`src/rtl/pe_pkg.sv`:
```
// Shared widths and width helpers for the multiply-accumulate lane array.
package pe_pkg;

  localparam int DEF_LANES     = 4;
  localparam int DEF_WEIGHT_BW = 8;
  localparam int DEF_DATA_BW   = 8;
  localparam int DEF_ACC_BW    = 24;

  // Ceiling log2 for elaboration-time width math (clog2_int(1) == 0).
  function automatic int clog2_int(input int n);
    int r;
    r = 0;
    for (int i = 0; i < 31; i++) begin
      if ((1 << i) < n) r = i + 1;
    end
    return r;
  endfunction

  // Width of one full-precision signed weight x data product.
  function automatic int prod_width(input int wbw, input int dbw);
    return wbw + dbw;
  endfunction

  // Width of the full-precision sum of all lane products.
  function automatic int sum_width(input int wbw, input int dbw, input int lanes);
    return wbw + dbw + clog2_int(lanes);
  endfunction

  // Lane index width; a single lane still needs a one-bit select.
  function automatic int lane_idx_width(input int lanes);
    return (lanes > 1) ? clog2_int(lanes) : 1;
  endfunction

endpackage

```
`src/rtl/pe_weight_bank.sv`:
```
// Double-buffered weight storage: a shadow bank written lane by lane and an
// active bank updated all at once on swap. Active weights leave as a packed bus,
// lane 0 in the LSBs.
module pe_weight_bank
  import pe_pkg::*;
#(
  parameter int LANES     = DEF_LANES,
  parameter int WEIGHT_BW = DEF_WEIGHT_BW
) (
  input  logic                                clk,
  input  logic                                rst,
  input  logic                                w_load_i,
  input  logic [lane_idx_width(LANES)-1:0]    w_lane_i,
  input  logic [WEIGHT_BW-1:0]                w_data_i,
  input  logic                                w_swap_i,
  output logic [LANES*WEIGHT_BW-1:0]          active_w_o
);

  localparam int LANE_W = lane_idx_width(LANES);

  for (genvar gi = 0; gi < LANES; gi++) begin : g_lane
    localparam logic [LANE_W-1:0] IDX = LANE_W'(gi);

    logic                 hit;
    logic [WEIGHT_BW-1:0] shadow_q, shadow_d;
    logic [WEIGHT_BW-1:0] active_q, active_d;

    // Out-of-range lane indices never match any lane, so they are dropped.
    assign hit = w_load_i && (w_lane_i == IDX);

    // Shadow takes a load; swap copies shadow, passing a same-cycle load straight through.
    always_comb begin
      shadow_d = shadow_q;
      active_d = active_q;
      if (hit) shadow_d = w_data_i;
      if (w_swap_i) active_d = hit ? w_data_i : shadow_q;
    end

    // Weight registers clear on reset.
    always_ff @(posedge clk) begin
      if (rst) begin
        shadow_q <= '0;
        active_q <= '0;
      end else begin
        shadow_q <= shadow_d;
        active_q <= active_d;
      end
    end

    assign active_w_o[gi*WEIGHT_BW +: WEIGHT_BW] = active_q;
  end

endmodule

```
`src/rtl/pe_mac_lanes.sv`:
```
// Two-stage signed dot-product accumulator over LANES weight x data lanes.
// Stage 1 registers per-lane products; stage 2 adds their sum into the
// accumulator and publishes the total on a last beat.
// Build option: define PE_MAC_SATURATE_EN to clamp the accumulator instead of wrapping.
module pe_mac_lanes
  import pe_pkg::*;
#(
  parameter int LANES     = DEF_LANES,
  parameter int WEIGHT_BW = DEF_WEIGHT_BW,
  parameter int DATA_BW   = DEF_DATA_BW,
  parameter int ACC_BW    = DEF_ACC_BW
) (
  input  logic                             clk,
  input  logic                             rst,
  input  logic                             w_load,
  input  logic [lane_idx_width(LANES)-1:0] w_lane,
  input  logic [WEIGHT_BW-1:0]             w_data,
  input  logic                             w_swap,
  input  logic                             in_valid,
  output logic                             in_ready,
  input  logic [LANES*DATA_BW-1:0]         in_data,
  input  logic                             in_last,
  output logic                             out_valid,
  input  logic                             out_ready,
  output logic [ACC_BW-1:0]                out_acc
);

  localparam int PROD_W = prod_width(WEIGHT_BW, DATA_BW);
  localparam int SUM_W  = sum_width(WEIGHT_BW, DATA_BW, LANES);

  logic [LANES*WEIGHT_BW-1:0] active_w;
  logic [LANES*PROD_W-1:0]    prod_bus;
  logic                       stall;
  logic                       p_valid_q, p_valid_d;
  logic                       p_last_q, p_last_d;
  logic signed [SUM_W-1:0]    dot;
  logic signed [ACC_BW-1:0]   acc_q, acc_d, acc_sum;
  logic                       out_valid_q, out_valid_d;
  logic [ACC_BW-1:0]          out_acc_q, out_acc_d;

  pe_weight_bank #(
    .LANES     (LANES),
    .WEIGHT_BW (WEIGHT_BW)
  ) u_bank (
    .clk        (clk),
    .rst        (rst),
    .w_load_i   (w_load),
    .w_lane_i   (w_lane),
    .w_data_i   (w_data),
    .w_swap_i   (w_swap),
    .active_w_o (active_w)
  );

  // A result waiting on the consumer freezes the whole pipeline.
  assign stall    = out_valid_q && !out_ready;
  assign in_ready = !stall;

  for (genvar gi = 0; gi < LANES; gi++) begin : g_mul
    logic signed [WEIGHT_BW-1:0] w_s;
    logic signed [DATA_BW-1:0]   d_s;
    logic signed [PROD_W-1:0]    prod_d, prod_q;

    assign w_s    = active_w[gi*WEIGHT_BW +: WEIGHT_BW];
    assign d_s    = in_data[gi*DATA_BW +: DATA_BW];
    assign prod_d = PROD_W'(w_s) * PROD_W'(d_s);

    // Stage 1 product register; reads the active weights as they stood before this edge.
    always_ff @(posedge clk) begin
      if (rst) prod_q <= '0;
      else if (!stall) prod_q <= prod_d;
    end

    assign prod_bus[gi*PROD_W +: PROD_W] = prod_q;
  end

  // Full-precision sum of the registered products.
  always_comb begin
    dot = '0;
    for (int i = 0; i < LANES; i++) begin
      dot = dot + SUM_W'($signed(prod_bus[i*PROD_W +: PROD_W]));
    end
  end

`ifdef PE_MAC_SATURATE_EN
  localparam int EXT_W = ((ACC_BW > SUM_W) ? ACC_BW : SUM_W) + 1;
  localparam logic signed [EXT_W-1:0] SAT_MAX = EXT_W'({1'b0, {(ACC_BW-1){1'b1}}});
  localparam logic signed [EXT_W-1:0] SAT_MIN = -SAT_MAX - 1;
  logic signed [EXT_W-1:0] sum_ext;

  // Accumulate with clamping to the signed ACC_BW range.
  always_comb begin
    sum_ext = EXT_W'(acc_q) + EXT_W'(dot);
    if (sum_ext > SAT_MAX)      acc_sum = ACC_BW'(SAT_MAX);
    else if (sum_ext < SAT_MIN) acc_sum = ACC_BW'(SAT_MIN);
    else                        acc_sum = sum_ext[ACC_BW-1:0];
  end
`else
  // Accumulate with two's-complement wrap at ACC_BW.
  always_comb begin
    acc_sum = acc_q + ACC_BW'(dot);
  end
`endif

  // Next state for the stage valids, accumulator and result register.
  always_comb begin
    p_valid_d   = p_valid_q;
    p_last_d    = p_last_q;
    acc_d       = acc_q;
    out_valid_d = out_valid_q;
    out_acc_d   = out_acc_q;
    if (!stall) begin
      p_valid_d   = in_valid;
      p_last_d    = in_last;
      out_valid_d = p_valid_q && p_last_q;
      if (p_valid_q) begin
        if (p_last_q) begin
          out_acc_d = acc_sum;
          acc_d     = '0;
        end else begin
          acc_d = acc_sum;
        end
      end
    end
  end

  // Control and accumulator registers; reset drops partial sums and in-flight beats.
  always_ff @(posedge clk) begin
    if (rst) begin
      p_valid_q   <= 1'b0;
      p_last_q    <= 1'b0;
      acc_q       <= '0;
      out_valid_q <= 1'b0;
      out_acc_q   <= '0;
    end else begin
      p_valid_q   <= p_valid_d;
      p_last_q    <= p_last_d;
      acc_q       <= acc_d;
      out_valid_q <= out_valid_d;
      out_acc_q   <= out_acc_d;
    end
  end

  assign out_valid = out_valid_q;
  assign out_acc   = out_acc_q;

endmodule

```
`config.mk`:
```
export PLATFORM = sky130hd
export DESIGN_NAME = pe_mac_lanes
export DESIGN_NICKNAME = d
export VERILOG_FILES = /design/src/rtl/pe_pkg.sv /design/src/rtl/pe_weight_bank.sv /design/src/rtl/pe_mac_lanes.sv
export SDC_FILE = /design/constraint.sdc
export NUM_CORES = 1
export LEC_CHECK = 0
export CAP_MARGIN = 20
export CORE_UTILIZATION = 45
export CTS_BUF_LIST = sky130_fd_sc_hd__clkbuf_16
export DETAILED_ROUTE_END_ITERATION = 10
export PLACE_DENSITY = 0.66
export SYNTH_ARGS = -nofsm -noshare
export SYNTH_HDL_FRONTEND = slang
export SYNTH_SLANG_ARGS = --single-unit
```
`constraint.sdc`:
```
create_clock -name clk -period 14.6 [get_ports clk]
set_clock_uncertainty 0.05 [all_clocks]
set_input_delay 2.19 -clock clk [delete_from_list [all_inputs] [get_ports clk]]
set_output_delay 2.19 -clock clk [all_outputs]
set_load 0.05 [all_outputs]
```
==> results list <==
- The run finished with clean final reports.
* Detailed route wirelength on metal3: between 1.5 and 2 mm
* Effective utilization at floorplan: 46.0%
* Number of nets produced by synthesis: 2,612
- Summing all flip-flop and latch instances after layout gives 3580 sq um.
- In the layout the commonest cells are sky130_fd_sc_hd__inv_1 (471), sky130_fd_sc_hd__fa_1 (288), sky130_fd_sc_hd__nand2_1 (199), sky130_fd_sc_hd__dfxtp_1 (179), sky130_fd_sc_hd__and2_1 (163).
- After routing, the total negative slack on setup checks comes to 0 ns.
- Endpoints failing hold: 0
- The core region is 41,300 sq um.
* Biggest area consumer among synthesized cells: sky130_fd_sc_hd__fa_1
- The worst setup path is launched from an input port.
- Yosys warning count: 0
- RSZ-0062 raised after global routing: no
* Cells after Synth: 2,135
* Number of design-rule violations left by the first detailed-router iteration: 750
- The worst setup path is captured at a flip-flop.
- Syn_area_per_cell: 8.91 sq um
- The first global-routing pass estimated ~72 mm of wire.
* Data arrival time of the critical path: around 6.9 ns
- H-Tree Level Count: 4
- Setup violations remaining at the end of the flow were counted as 0.
* Worst hold-check path type: flip-flop to flip-flop
* Flip-flop and latch count after synthesis: 179
- In this run the count of I/O pins placed on the die edge is 75.
- Remaining Overflow, GRT: 0
- Most common cell after layout, fill and taps aside: sky130_fd_sc_hd__inv_1
- Synth top area share: 30.3%
* Met1 wire length: 19.2 mm
- Clock Sink Count: around 180
- Clock tree root buffer cell: sky130_fd_sc_hd__clkbuf_16
* Max-cap check violation count: 0
- Max FO, Critical Path: 8
- After clock tree synthesis, the setup repair step added 0 buffers.
- At the worst endpoint, the required time is approximately 15 ns.
* Per-cell via count in the routed design: 5.06
- For this design the ratio of total power to cell area is 175 nW/um^2.
- Clock transition at the registers of the reported paths: around 0.080 ns
- Antenna violations before repair: 0
- Area enclosed by the die boundary: 43,100 sq um
- Top Layer Used: met4
* Cells after DPL: around 2.7k
- Number of filler instances in the final layout: just under 4k
- In the routed design, unresolved DRC markers number 0.
- Sequential-to-total area share from yosys stat: 18.8%
* Shortest period the worst path allows: 6.63 ns
- Wire segments on met2 add up to ~20 mm in the final route.
* Overall Global Routing Usage: 20.7%
- Drt pass-1 iters: 5
* Clock latency reported for the late side of the worst-skew pair: 0.45 ns
* Synth-to-layout area growth: 9.55%
* Maximum vdd ir drop: 0.155 mV
- Post_cts resized: 0
- WHS: 0.402 ns
* Upper clock frequency limit: around 150 MHz
- After synthesis, the cell types taking the most area are sky130_fd_sc_hd__fa_1 (30%), sky130_fd_sc_hd__dfxtp_1 (19%), sky130_fd_sc_hd__inv_1 (9.3%).
- The number of antenna diodes in the final layout is 0.
- The analysis attributes to cell leakage a power of between 10 and 15 nW.
- Layout cells sized above 1: under 10%
- Before CTS, the worst setup slack after placement is 7.50 ns.
- For this run, the leading register cell type out of synthesis is sky130_fd_sc_hd__dfxtp_1.
* Synthesized area: approximately 19,000 sq um
- In this run the remaining antenna-violating nets after routing total 0.
- Summing over every cut layer, the via total after detailed routing is roughly 14k.
- Finished Layout Cells: 2,716
* Nets: 2,648
* Largest buffer count on any clock path: 2
- The multi-input combinational cells in the finished layout cover a total of 13,400 sq um.
- The worst register-to-register path has a setup slack of 9.72 ns.
- # port buffers: 74
- The congestion estimate from routability-driven global placement came to 0.882.
* Die Width: 208 microns
* Number of rows created at floorplan: 74
- TritonCTS built the clock tree.
- Die height: about 210 microns
- The final layout contains routed wiring with a total length of ~42 mm.
- After routing the design area is roughly 21,000 sq um.
- The synthesized design contains 0 enable-type register cells.
* WL/cell: 15.4 microns
- In this run the cell area measured after placement is around 20,000 sq um.
* Number of buffers inserted during clock tree synthesis: 17
- In the synthesized netlist the async set-or-reset flop fraction comes to 0%.
* Via count of the first global-routing pass: 14.4k
- Final core utilization: 50.4%
* Worst Max-Slew Pin Slew: a little under 1 ns
* Critical setup path kind: input port to flip-flop
* Hold-fix buffers, CTS: 0
* Slew Limit Headroom: 35.7%
* Slew Viols, Final: 0
* Crit path setup slack, layout: 7.97 ns
* Final worst path period share: a little under half
- Overall power consumption after layout is estimated at 3.65 mW.
- Detailed-placement wirelength estimate: around 34 mm
- The number of different library cells used by synthesis comes to 58.
- Entering global routing, the biggest net connects 118 pins.
[final timing paths]
kind | depth (start not counted) | end | start
worst min-delay path | 2 | g_mul[1].prod_q[7]$_SDFFE_PP0N_ | g_mul[1].prod_q[7]$_SDFFE_PP0N_
worst min register to register | 2 | g_mul[1].prod_q[7]$_SDFFE_PP0N_ | g_mul[1].prod_q[7]$_SDFFE_PP0N_
worst max register to register | 17 | g_mul[1].prod_q[15]$_SDFFE_PP0N_ | u_bank.g_lane[1].active_q[6]$_SDFFE_PP0P_
worst max-delay path | 19 | g_mul[1].prod_q[15]$_SDFFE_PP0N_ | in_data[8]
[layer usage]
layer / GRT usage, % / vias to the layer above
li1: - / 6637
met1: 27.7 / 6809
met2: 35.6 / 277
met3: 2.84 / 33
met4: 4.53 / 0
met5: 0 / -
[Yosys cell counts, types with 5 or more instances]
master	n
sky130_fd_sc_hd__nand3_1	19
sky130_fd_sc_hd__o21bai_1	7
sky130_fd_sc_hd__fa_1	288
sky130_fd_sc_hd__and2_1	163
sky130_fd_sc_hd__nor2_1	132
sky130_fd_sc_hd__a22o_1	12
sky130_fd_sc_hd__nand3b_1	6
sky130_fd_sc_hd__nand2_1	199
sky130_fd_sc_hd__a211oi_1	47
sky130_fd_sc_hd__a31oi_1	5
sky130_fd_sc_hd__a21oi_1	109
sky130_fd_sc_hd__nor3b_1	5
sky130_fd_sc_hd__xor2_1	16
sky130_fd_sc_hd__o21ai_0	20
sky130_fd_sc_hd__and3_1	8
sky130_fd_sc_hd__o21a_1	17
sky130_fd_sc_hd__inv_1	471
sky130_fd_sc_hd__xnor2_1	67
sky130_fd_sc_hd__dfxtp_1	179
sky130_fd_sc_hd__a21o_1	16
sky130_fd_sc_hd__clkbuf_1	57
sky130_fd_sc_hd__nor3_1	11
sky130_fd_sc_hd__mux2i_1	33
sky130_fd_sc_hd__ha_1	140
sky130_fd_sc_hd__nor2b_1	28
sky130_fd_sc_hd__nand2b_1	11
sky130_fd_sc_hd__a22oi_1	8
[sequential cells by signal, indices dropped and copies added (netlist names)]
name and flops:
out_valid 1, p_valid_q 1, u_bank.g_lane.active_q 32, acc_q 24, out_acc 24, u_bank.g_lane.shadow_q 32, g_mul.prod_q 64, p_last_q 1
[critical path, cell delays in order]
cell                              delay (ns)
sky130_fd_sc_hd__clkdlybuf4s50_1        0.52
sky130_fd_sc_hd__and2_1                 0.25
sky130_fd_sc_hd__ha_1                   0.33
sky130_fd_sc_hd__inv_1                  0.13
sky130_fd_sc_hd__fa_1                   0.50
sky130_fd_sc_hd__inv_1                  0.05
sky130_fd_sc_hd__fa_1                   0.53
sky130_fd_sc_hd__inv_1                  0.05
sky130_fd_sc_hd__fa_1                   0.47
sky130_fd_sc_hd__inv_1                  0.04
sky130_fd_sc_hd__ha_1                   0.31
sky130_fd_sc_hd__o21a_1                 0.18
sky130_fd_sc_hd__o21a_1                 0.17
sky130_fd_sc_hd__nand3_1                0.08
sky130_fd_sc_hd__a21oi_1                0.04
sky130_fd_sc_hd__a2111oi_1              0.56
sky130_fd_sc_hd__a21oi_1                0.16
sky130_fd_sc_hd__xnor2_1                0.16
sky130_fd_sc_hd__a211oi_1               0.21
[area by class of cell]
type | count | area share, %
clock inverter | 15 | 0.787
tap | 532 | 3.20
sequential | 179 | 17.2
clock buffer | 17 | 2.04
multi-input combinational | 1421 | 64.5
timing repair buffer | 80 | 3.80
inverter | 472 | 8.51
[power breakdown]
group | internal (mW) | switching [mW]
clock network | 0.243 | 0.222
registers | 0.575 | 0.0858
logic | 1.05 | 1.48
[kinds of logic (layout without fill, tap and decap cells)]
| group | Yosys count | in the layout | synth area share (%) |
|---|---|---|---|
| simple gates | 601 | 601 | 15.5 |
| buf+inv | 535 | 584 | 10.6 |
| fa+ha+maj | 428 | 428 | 39.5 |
| compound gates | 273 | 273 | 9.85 |
| flops | 179 | 179 | 18.8 |
| xor+xnor | 83 | 83 | 3.82 |
| mux | 36 | 36 | 1.91 |
No activity file was read; power rests on OpenSTA's default activity.
